**src/rtl/dmem_arb_pkg.sv**
```systemverilog
// -----------------------------------------------------------------------------
// dmem_arb_pkg
// Shared types and default widths for the data-memory arbiter.
//   state_t : host burst FSM states (IDLE, BURST, DONE)
//   owner_t : last owner of the memory port (round-robin build only)
// -----------------------------------------------------------------------------
package dmem_arb_pkg;

    localparam int AW_DEF         = 8;
    localparam int DW_DEF         = 8;
    localparam int LENW_DEF       = 8;
    localparam int STARVE_MAX_DEF = 4;

    typedef enum logic [1:0] {
        IDLE  = 2'd0,
        BURST = 2'd1,
        DONE  = 2'd2
    } state_t;

    typedef enum logic {
        OWN_CORE = 1'b0,
        OWN_HOST = 1'b1
    } owner_t;

endpackage

```
**src/rtl/dmem_arb_burst.sv**
```systemverilog
// -----------------------------------------------------------------------------
// dmem_arb_burst
// Burst address / beat-count generator for the host port.
// Ports:
//   clk, reset_n   clock, asynchronous active-low reset
//   i_load         latch i_base and i_len (burst start)
//   i_base, i_len  burst start address and beat count
//   i_beat         a host beat used the memory port this cycle
//   o_addr         current burst address
//   o_last         the current beat is the final one of the burst
// -----------------------------------------------------------------------------
module dmem_arb_burst
    import dmem_arb_pkg::*;
#(
    parameter int AW   = AW_DEF,
    parameter int LENW = LENW_DEF
) (
    input  logic            clk,
    input  logic            reset_n,
    input  logic            i_load,
    input  logic [AW-1:0]   i_base,
    input  logic [LENW-1:0] i_len,
    input  logic            i_beat,
    output logic [AW-1:0]   o_addr,
    output logic            o_last
);

    logic [AW-1:0]   r_addr;
    logic [LENW-1:0] r_remaining;

    // NOTE: sequential state uses non-blocking assignments so every flop
    // samples the pre-edge values regardless of block ordering.
    always_ff @(posedge clk or negedge reset_n) begin
        if (!reset_n) begin
            r_addr      <= '0;
            r_remaining <= '0;
        end else if (i_load) begin
            r_addr      <= i_base;
            r_remaining <= i_len;
        end else if (i_beat) begin
            // Natural modulo-2^AW wrap: 2^AW-1 rolls over to 0.
            r_addr      <= r_addr + AW'(1);
            r_remaining <= r_remaining - LENW'(1);
        end
    end

    assign o_addr = r_addr;
    assign o_last = (r_remaining == LENW'(1));

endmodule

```
**src/rtl/dmem_arbiter.sv**
```systemverilog
// -----------------------------------------------------------------------------
// dmem_arbiter
// Shares one data-memory port between the core load/store path and a host
// burst port. Core has priority; a starvation counter forces a host beat after
// STARVE_MAX consecutive lost cycles.
// Build option: define DMEM_ARB_RR_EN for round-robin arbitration instead
// (owner alternates under contention, no starvation counter).
// Ports:
//   core_*  : core request (held until core_gnt), registered load return
//   host_*  : burst command, write beat handshake, registered read return,
//             busy / done status
//   mem_*   : data_mem interface (combinational read on mem_dout)
// -----------------------------------------------------------------------------
module dmem_arbiter
    import dmem_arb_pkg::*;
#(
    parameter int AW         = AW_DEF,
    parameter int DW         = DW_DEF,
    parameter int LENW       = LENW_DEF,
    parameter int STARVE_MAX = STARVE_MAX_DEF
) (
    input  logic            clk,
    input  logic            reset_n,
    input  logic            core_req,
    input  logic            core_we,
    input  logic [AW-1:0]   core_addr,
    input  logic [DW-1:0]   core_wdata,
    output logic            core_gnt,
    output logic [DW-1:0]   core_rdata,
    output logic            core_rvalid,
    input  logic            host_start,
    input  logic            host_we,
    input  logic [AW-1:0]   host_base,
    input  logic [LENW-1:0] host_len,
    input  logic [DW-1:0]   host_wdata,
    input  logic            host_wvalid,
    output logic            host_wready,
    output logic [DW-1:0]   host_rdata,
    output logic            host_rvalid,
    output logic            host_busy,
    output logic            host_done,
    output logic            mem_wr_en,
    output logic [AW-1:0]   mem_addr,
    output logic [DW-1:0]   mem_din,
    input  logic [DW-1:0]   mem_dout
);

    state_t        r_state;
    state_t        w_state_nxt;
    logic          r_host_we;
    logic          w_load;
    logic          w_host_pend;
    logic          w_host_win;
    logic          w_last;
    logic [AW-1:0] w_burst_addr;

    // A start is only accepted from IDLE; BURST and DONE both ignore it.
    assign w_load = (r_state == IDLE) & host_start;

    dmem_arb_burst #(
        .AW   (AW),
        .LENW (LENW)
    ) u_burst (
        .clk     (clk),
        .reset_n (reset_n),
        .i_load  (w_load),
        .i_base  (host_base),
        .i_len   (host_len),
        .i_beat  (w_host_win),
        .o_addr  (w_burst_addr),
        .o_last  (w_last)
    );

    // ---------------- FSM ----------------
    always_ff @(posedge clk or negedge reset_n) begin
        if (!reset_n) begin
            r_state   <= IDLE;
            r_host_we <= 1'b0;
        end else begin
            r_state <= w_state_nxt;
            if (w_load) r_host_we <= host_we;
        end
    end

    // NOTE: next-state is assigned a default before the case so no path
    // leaves it unassigned, which would infer a latch.
    always_comb begin
        w_state_nxt = r_state;
        case (r_state)
            IDLE:    if (host_start) w_state_nxt = (host_len == '0) ? DONE : BURST;
            BURST:   if (w_host_win && w_last) w_state_nxt = DONE;
            DONE:    w_state_nxt = IDLE;
            default: w_state_nxt = IDLE;
        endcase
    end

    // ---------------- arbitration ----------------
    // A read burst always has a beat ready; a write burst only with data.
    assign w_host_pend = (r_state == BURST) & (~r_host_we | host_wvalid);

`ifdef DMEM_ARB_RR_EN
    owner_t r_last_owner;

    // Under contention the side that did not own the port last time wins,
    // which makes ownership alternate every contended cycle.
    assign w_host_win = w_host_pend & (~core_req | (r_last_owner == OWN_CORE));

    always_ff @(posedge clk or negedge reset_n) begin
        if (!reset_n)        r_last_owner <= OWN_CORE;
        else if (w_host_win) r_last_owner <= OWN_HOST;
        else if (core_gnt)   r_last_owner <= OWN_CORE;
    end
`else
    localparam int SW = $clog2(STARVE_MAX + 1);

    logic [SW-1:0] r_starve_cnt;
    logic          w_starved;

    assign w_starved  = (r_starve_cnt == SW'(STARVE_MAX));
    assign w_host_win = w_host_pend & (~core_req | w_starved);

    always_ff @(posedge clk or negedge reset_n) begin
        if (!reset_n) begin
            r_starve_cnt <= '0;
        end else if (w_host_win || !w_host_pend) begin
            r_starve_cnt <= '0;
        end else if (core_gnt && !w_starved) begin
            r_starve_cnt <= r_starve_cnt + SW'(1);
        end
    end
`endif

    assign core_gnt    = core_req & ~w_host_win;
    assign host_wready = w_host_win & r_host_we;
    assign host_busy   = (r_state == BURST);
    assign host_done   = (r_state == DONE);

    // ---------------- memory port mux ----------------
    assign mem_wr_en = w_host_win ? r_host_we    : (core_gnt & core_we);
    assign mem_addr  = w_host_win ? w_burst_addr : core_addr;
    assign mem_din   = w_host_win ? host_wdata   : core_wdata;

    // ---------------- read return ----------------
    always_ff @(posedge clk or negedge reset_n) begin
        if (!reset_n) begin
            core_rdata  <= '0;
            core_rvalid <= 1'b0;
            host_rdata  <= '0;
            host_rvalid <= 1'b0;
        end else begin
            core_rvalid <= core_gnt & ~core_we;
            host_rvalid <= w_host_win & ~r_host_we;
            if (core_gnt && !core_we)      core_rdata <= mem_dout;
            if (w_host_win && !r_host_we)  host_rdata <= mem_dout;
        end
    end

endmodule

```
**config.mk**
```make
export PLATFORM = sky130hd
export DESIGN_NAME = dmem_arbiter
export DESIGN_NICKNAME = d
export VERILOG_FILES = /design/src/rtl/dmem_arb_pkg.sv /design/src/rtl/dmem_arb_burst.sv /design/src/rtl/dmem_arbiter.sv
export SDC_FILE = /design/constraint.sdc
export NUM_CORES = 1
export LEC_CHECK = 0
export ABC_AREA = 1
export CAP_MARGIN = 20
export CORE_MARGIN = 5
export CORE_UTILIZATION = 35
export CTS_CLUSTER_SIZE = 10
export DETAILED_ROUTE_END_ITERATION = 16
export PLACE_DENSITY = 0.67
export SLEW_MARGIN = 30
export SYNTH_ARGS = -nofsm -noshare
export SYNTH_HDL_FRONTEND = slang
export SYNTH_SLANG_ARGS = --single-unit
```
**constraint.sdc**
```tcl
create_clock -name clk -period 2 [get_ports clk]
set_input_delay 0.4 -clock clk [delete_from_list [all_inputs] [get_ports clk]]
set_output_delay 0.4 -clock clk [all_outputs]
set_load 0.02 [all_outputs]
```
==> metrics.txt, run 1 <==
# TYPE chip_impl_metric gauge
chip_impl_metric{name="maxCapViolations",unit=""} 0
chip_impl_metric{name="fp.dieH",unit="um"} 90.7
chip_impl_metric{name="port_buffers",unit=""} 93
chip_impl_metric{name="iteration_count_of_the_initial_detailed_routing_pass",unit=""} 4
chip_impl_metric{name="detailroute.wirelength.met2",unit="um"} 3380
chip_impl_metric{name="synthToLayoutAreaGrowth",unit="%"} 65.6
chip_impl_metric{name="iter_0_drt_violations",unit=""} 91
chip_impl_metric{name="grt_usage",unit="%"} 16.6
chip_impl_info{name="hold_path_class",value="primary input to async pin"} 1
chip_impl_metric{name="bufs_on_longest_clock_path",unit=""} 2
chip_impl_metric{name="grt_pass1_vias",unit=""} 2454
chip_impl_metric{name="fillerInstances",unit=""} 580
chip_impl_metric{name="footprint_of_the_flip_flops_and_latches",unit="mm2"} 0.00100
chip_impl_metric{name="detailed_place_hpwl",unit="um"} 4950
chip_impl_info{name="critical_path_class",value="primary input to output pin"} 1
chip_impl_metric{name="grt_start_max_net_pins",unit=""} 25
chip_impl_info{name="yosys.cell_count.top_type",value="nand2_1"} 1
chip_impl_metric{name="initial_utilization",unit="%"} 35.9
chip_impl_metric{name="pwr_density_cell",unit="mW/mm2"} 1280
chip_impl_metric{name="cp_data_arrival_time",unit="ps"} 1670
chip_impl_info{name="timing.critical_path.from_type",value="primary input"} 1
chip_impl_metric{name="power.static_leakage",unit="nW"} 1.87
chip_impl_metric{name="final-hold-violation-count",unit=""} 0
chip_impl_metric{name="design.core.area",unit="mm2"} 0.00635
chip_impl_metric{name="wl_met3",unit="um"} 511
chip_impl_metric{name="max_slew_margin",unit="%"} 70.3
chip_impl_metric{name="post-route-period-util",unit="%"} 104
chip_impl_metric{name="n_antenna_cell",unit=""} 0
chip_impl_metric{name="synth_cell_type_count",unit=""} 24
chip_impl_metric{name="vdd_ir_drop_max",unit="mV"} 0.637
chip_impl_metric{name="floorplan.io_pins",unit=""} 94
chip_impl_metric{name="worstSkewPairLatency",unit="ps"} 290
chip_impl_metric{name="multi_input_area",unit="mm2"} 0.00124
chip_impl_metric{name="gp_congestion",unit=""} 0.830
chip_impl_metric{name="crit_required",unit="ps"} 1600
chip_impl_metric{name="post_dp_cell_area",unit="mm2"} 0.00340
chip_impl_metric{name="routedLengthMet1",unit="um"} 2950
chip_impl_metric{name="dr_total_vias",unit=""} 2429
chip_impl_metric{name="layout-drive-gt1-share",unit="%"} 23.7
chip_impl_metric{name="initial_antenna_violation_count",unit=""} 0
chip_impl_metric{name="grt_pass1_wl",unit="um"} 11400
chip_impl_metric{name="fmax",unit="GHz"} 0.482
chip_impl_info{name="grt_setup_unrepaired",value="true"} 1
chip_impl_metric{name="synthesis.yosys.warnings",unit=""} 0
chip_impl_metric{name="clock_sink_count",unit=""} 40
chip_impl_info{name="synth.area.top_cells",value="dfrtp_1 44%, nand2_1 20%, nand3_1 8.1%"} 1
chip_impl_metric{name="chipWidth",unit="um"} 90.7
chip_impl_info{name="synthFlopType",value="dfrtp_1"} 1
chip_impl_info{name="cts-root-buf",value="clkbuf_8"} 1
chip_impl_metric{name="htree_num_levels",unit=""} 2
chip_impl_metric{name="synth_top_cell_area_share",unit="%"} 43.9
chip_impl_metric{name="grt_overflow_total",unit=""} 0
chip_impl_metric{name="setup_viol",unit=""} 17
chip_impl_metric{name="detail_route.drc_violations",unit=""} 0
chip_impl_info{name="most_frequent_cells_after_synthesis",value="121 x nand2_1, 40 x dfrtp_1, 37 x inv_1, 37 x nand3_1, 24 x nor2_1"} 1
chip_impl_metric{name="syn-instance-count",unit=""} 316
chip_impl_metric{name="cts-buffers-inserted",unit=""} 5
chip_impl_metric{name="synth_seq_cells",unit=""} 40
chip_impl_metric{name="synth.yosys.seq_area_share",unit="%"} 43.9
chip_impl_info{name="synth_largest_area_cell",value="dfrtp_1"} 1
chip_impl_info{name="setup.worst_path.end_class",value="output pin"} 1
chip_impl_metric{name="netlist_area",unit="mm2"} 0.00228
chip_impl_metric{name="cts_hold_repair.buffers",unit=""} 0
chip_impl_metric{name="layout.nets",unit=""} 498
chip_impl_info{name="run_status",value="finished, violations left"} 1
chip_impl_metric{name="postSynth.asyncResetShare",unit="%"} 100
chip_impl_metric{name="dieArea",unit="mm2"} 0.00822
chip_impl_metric{name="finalWorstSetupSlack",unit="ps"} -74.3
chip_impl_metric{name="route.antenna.remaining_nets",unit=""} 0
chip_impl_metric{name="maxSlewViolCount",unit=""} 0
chip_impl_metric{name="hold_ws",unit="ps"} 43.6
chip_impl_metric{name="worstMarginPinSlew",unit="ps"} 445
chip_impl_metric{name="avgSynthCellArea",unit="um2"} 7.21
chip_impl_info{name="cts_tree",value="yes"} 1
chip_impl_metric{name="cts.clk_slew.worst_paths",unit="ps"} 80
chip_impl_metric{name="wire_per_inst",unit="um"} 13.4
chip_impl_metric{name="fp-row-count",unit=""} 29
chip_impl_info{name="top_signal_layer_used",value="met4"} 1
chip_impl_metric{name="drt-vias-per-instance",unit=""} 4.71
chip_impl_metric{name="final_design_area_no_fill",unit="mm2"} 0.00377
chip_impl_info{name="failed_checks",value="setup timing"} 1
chip_impl_metric{name="synth_edf_count",unit=""} 0
chip_impl_metric{name="final.min_clock_period",unit="ps"} 2070
chip_impl_metric{name="fin_worst_skew",unit="ps"} 6.99
chip_impl_metric{name="drt_wirelength",unit="um"} 6930
chip_impl_metric{name="postSynthNetCount",unit=""} 376
chip_impl_metric{name="crit_path_max_fanout",unit=""} 7
-- sequential cells by signal, summed over array words and instances, names as in the netlist --
register	flops
core_rdata	8
core_rvalid	1
host_rdata	8
host_rvalid	1
r_host_we	1
r_starve_cnt	3
r_state	2
u_burst.o_addr	8
u_burst.r_remaining	8
-- repair_timing --
action	in CTS	in global routing
resized for setup	147	15
pin swaps	14	3
buffers inserted	6	2
endpoints found under the setup margin	20	21
gates cloned	4	0
-- power breakdown --
part           switching, mW  internal [mW]  total (mW)
clock network          0.292          0.441       0.733
registers              0.271           1.14        1.41
logic                   1.51           1.18        2.69
total                   2.07           2.76        4.83
-- path summary, 6_finish.rpt --
path / from / end / slack, ps / depth (start not counted)
max: host_wvalid / mem_din[0] / -70 / 8
min: reset_n / core_rdata[2] / 40 / 1
max reg2reg: r_starve_cnt[0] / host_rdata[1] / 180 / 10
min reg2reg: host_rdata[0] / host_rdata[0] / 480 / 2
max in group asynchronous: reset_n / host_rdata[1] / 1470 / 2
min in group clk: host_rdata[0] / host_rdata[0] / 480 / 2
-- metal layers --
| metal | GRT usage, % | up-vias |
|---|---|---|
| met5 | 0 | - |
| met2 | 28.4 | 63 |
| met4 | 4.09 | 0 |
| li1 | - | 1240 |
| met3 | 6.00 | 10 |
| met1 | 19.8 | 1116 |
-- logic make-up (layout without fill, tap and decap cells) --
logic type                 after synthesis  after routing  share of synthesized area, %
DFF                                     40             40                          43.9
AOI/OAI and AO/OA                       30             30                          7.96
and+or+nand+nor                        190            193                          35.5
xor gates and xnor gates                 3              3                          1.15
buffers and inverters                   48            168                          8.73
adders and majority gates                5              5                          2.75
-- critical path, stage by stage --
cell and delay (ps):
clkdlybuf4s50_1 450, inv_1 60, nand2_4 130, nand3_4 190
buf_6 200, nand2_2 60, nand2_2 50, buf_6 120
-- cells in the final DEF (no fill, tap or decap), drive strengths merged --
cell,Yosys,layout
ha,5,5
o22ai,1,1
nor2,25,25
o21ai,29,29
dfrtp,40,40
dlymetal6s2s,0,2
buf,6,46
inv,40,41
xnor2,1,1
nand3,39,42
or2,1,1
bufinv,0,1
xor2,2,2
nand4,2,2
nand2,122,122
clkdlybuf4s50,0,71
clkbuf,2,7
nor3,1,1
-- layout make-up --
| type | count | share of cell area (%) |
|---|---|---|
| clock buffer | 7 | 2.55 |
| clock inverter | 1 | 0.796 |
| inverter | 40 | 4.11 |
| multi-input combinational | 231 | 32.8 |
| sequential | 40 | 26.5 |
| tap | 77 | 2.55 |
| timing repair buffer | 119 | 30.6 |
| timing repair inverter | 1 | 0.0995 |
-- through the flow --
step           setup WS [ps]  utilization, %  instances  power [mW]  setup TNS, ps
2_1_floorplan           88.5               -        316        2.81              0
3_3_place_gp            -560            53.6        496        3.81         -11810
3_5_place_dp            -578            53.6        496        3.86         -12100
4_1_cts                 -107            58.3        514        4.82          -1360
5_1_grt                 -166            59.4        516        5.21          -2710
6_report               -74.3            59.4        516        4.83           -934
Note: power is estimated with default switching activity, not from simulation.
==> run 2, diff against run 1 <==
--- a/config.mk
+++ b/config.mk
@@ -9,6 +9,7 @@
 export CAP_MARGIN = 20
 export CORE_MARGIN = 5
 export CORE_UTILIZATION = 35
+export CTS_CLUSTER_DIAMETER = 200
 export CTS_CLUSTER_SIZE = 10
 export DETAILED_ROUTE_END_ITERATION = 16
 export PLACE_DENSITY = 0.67
==> results of run 2 <==
The final DEF is identical to that of run 1; final timing and power are the same.
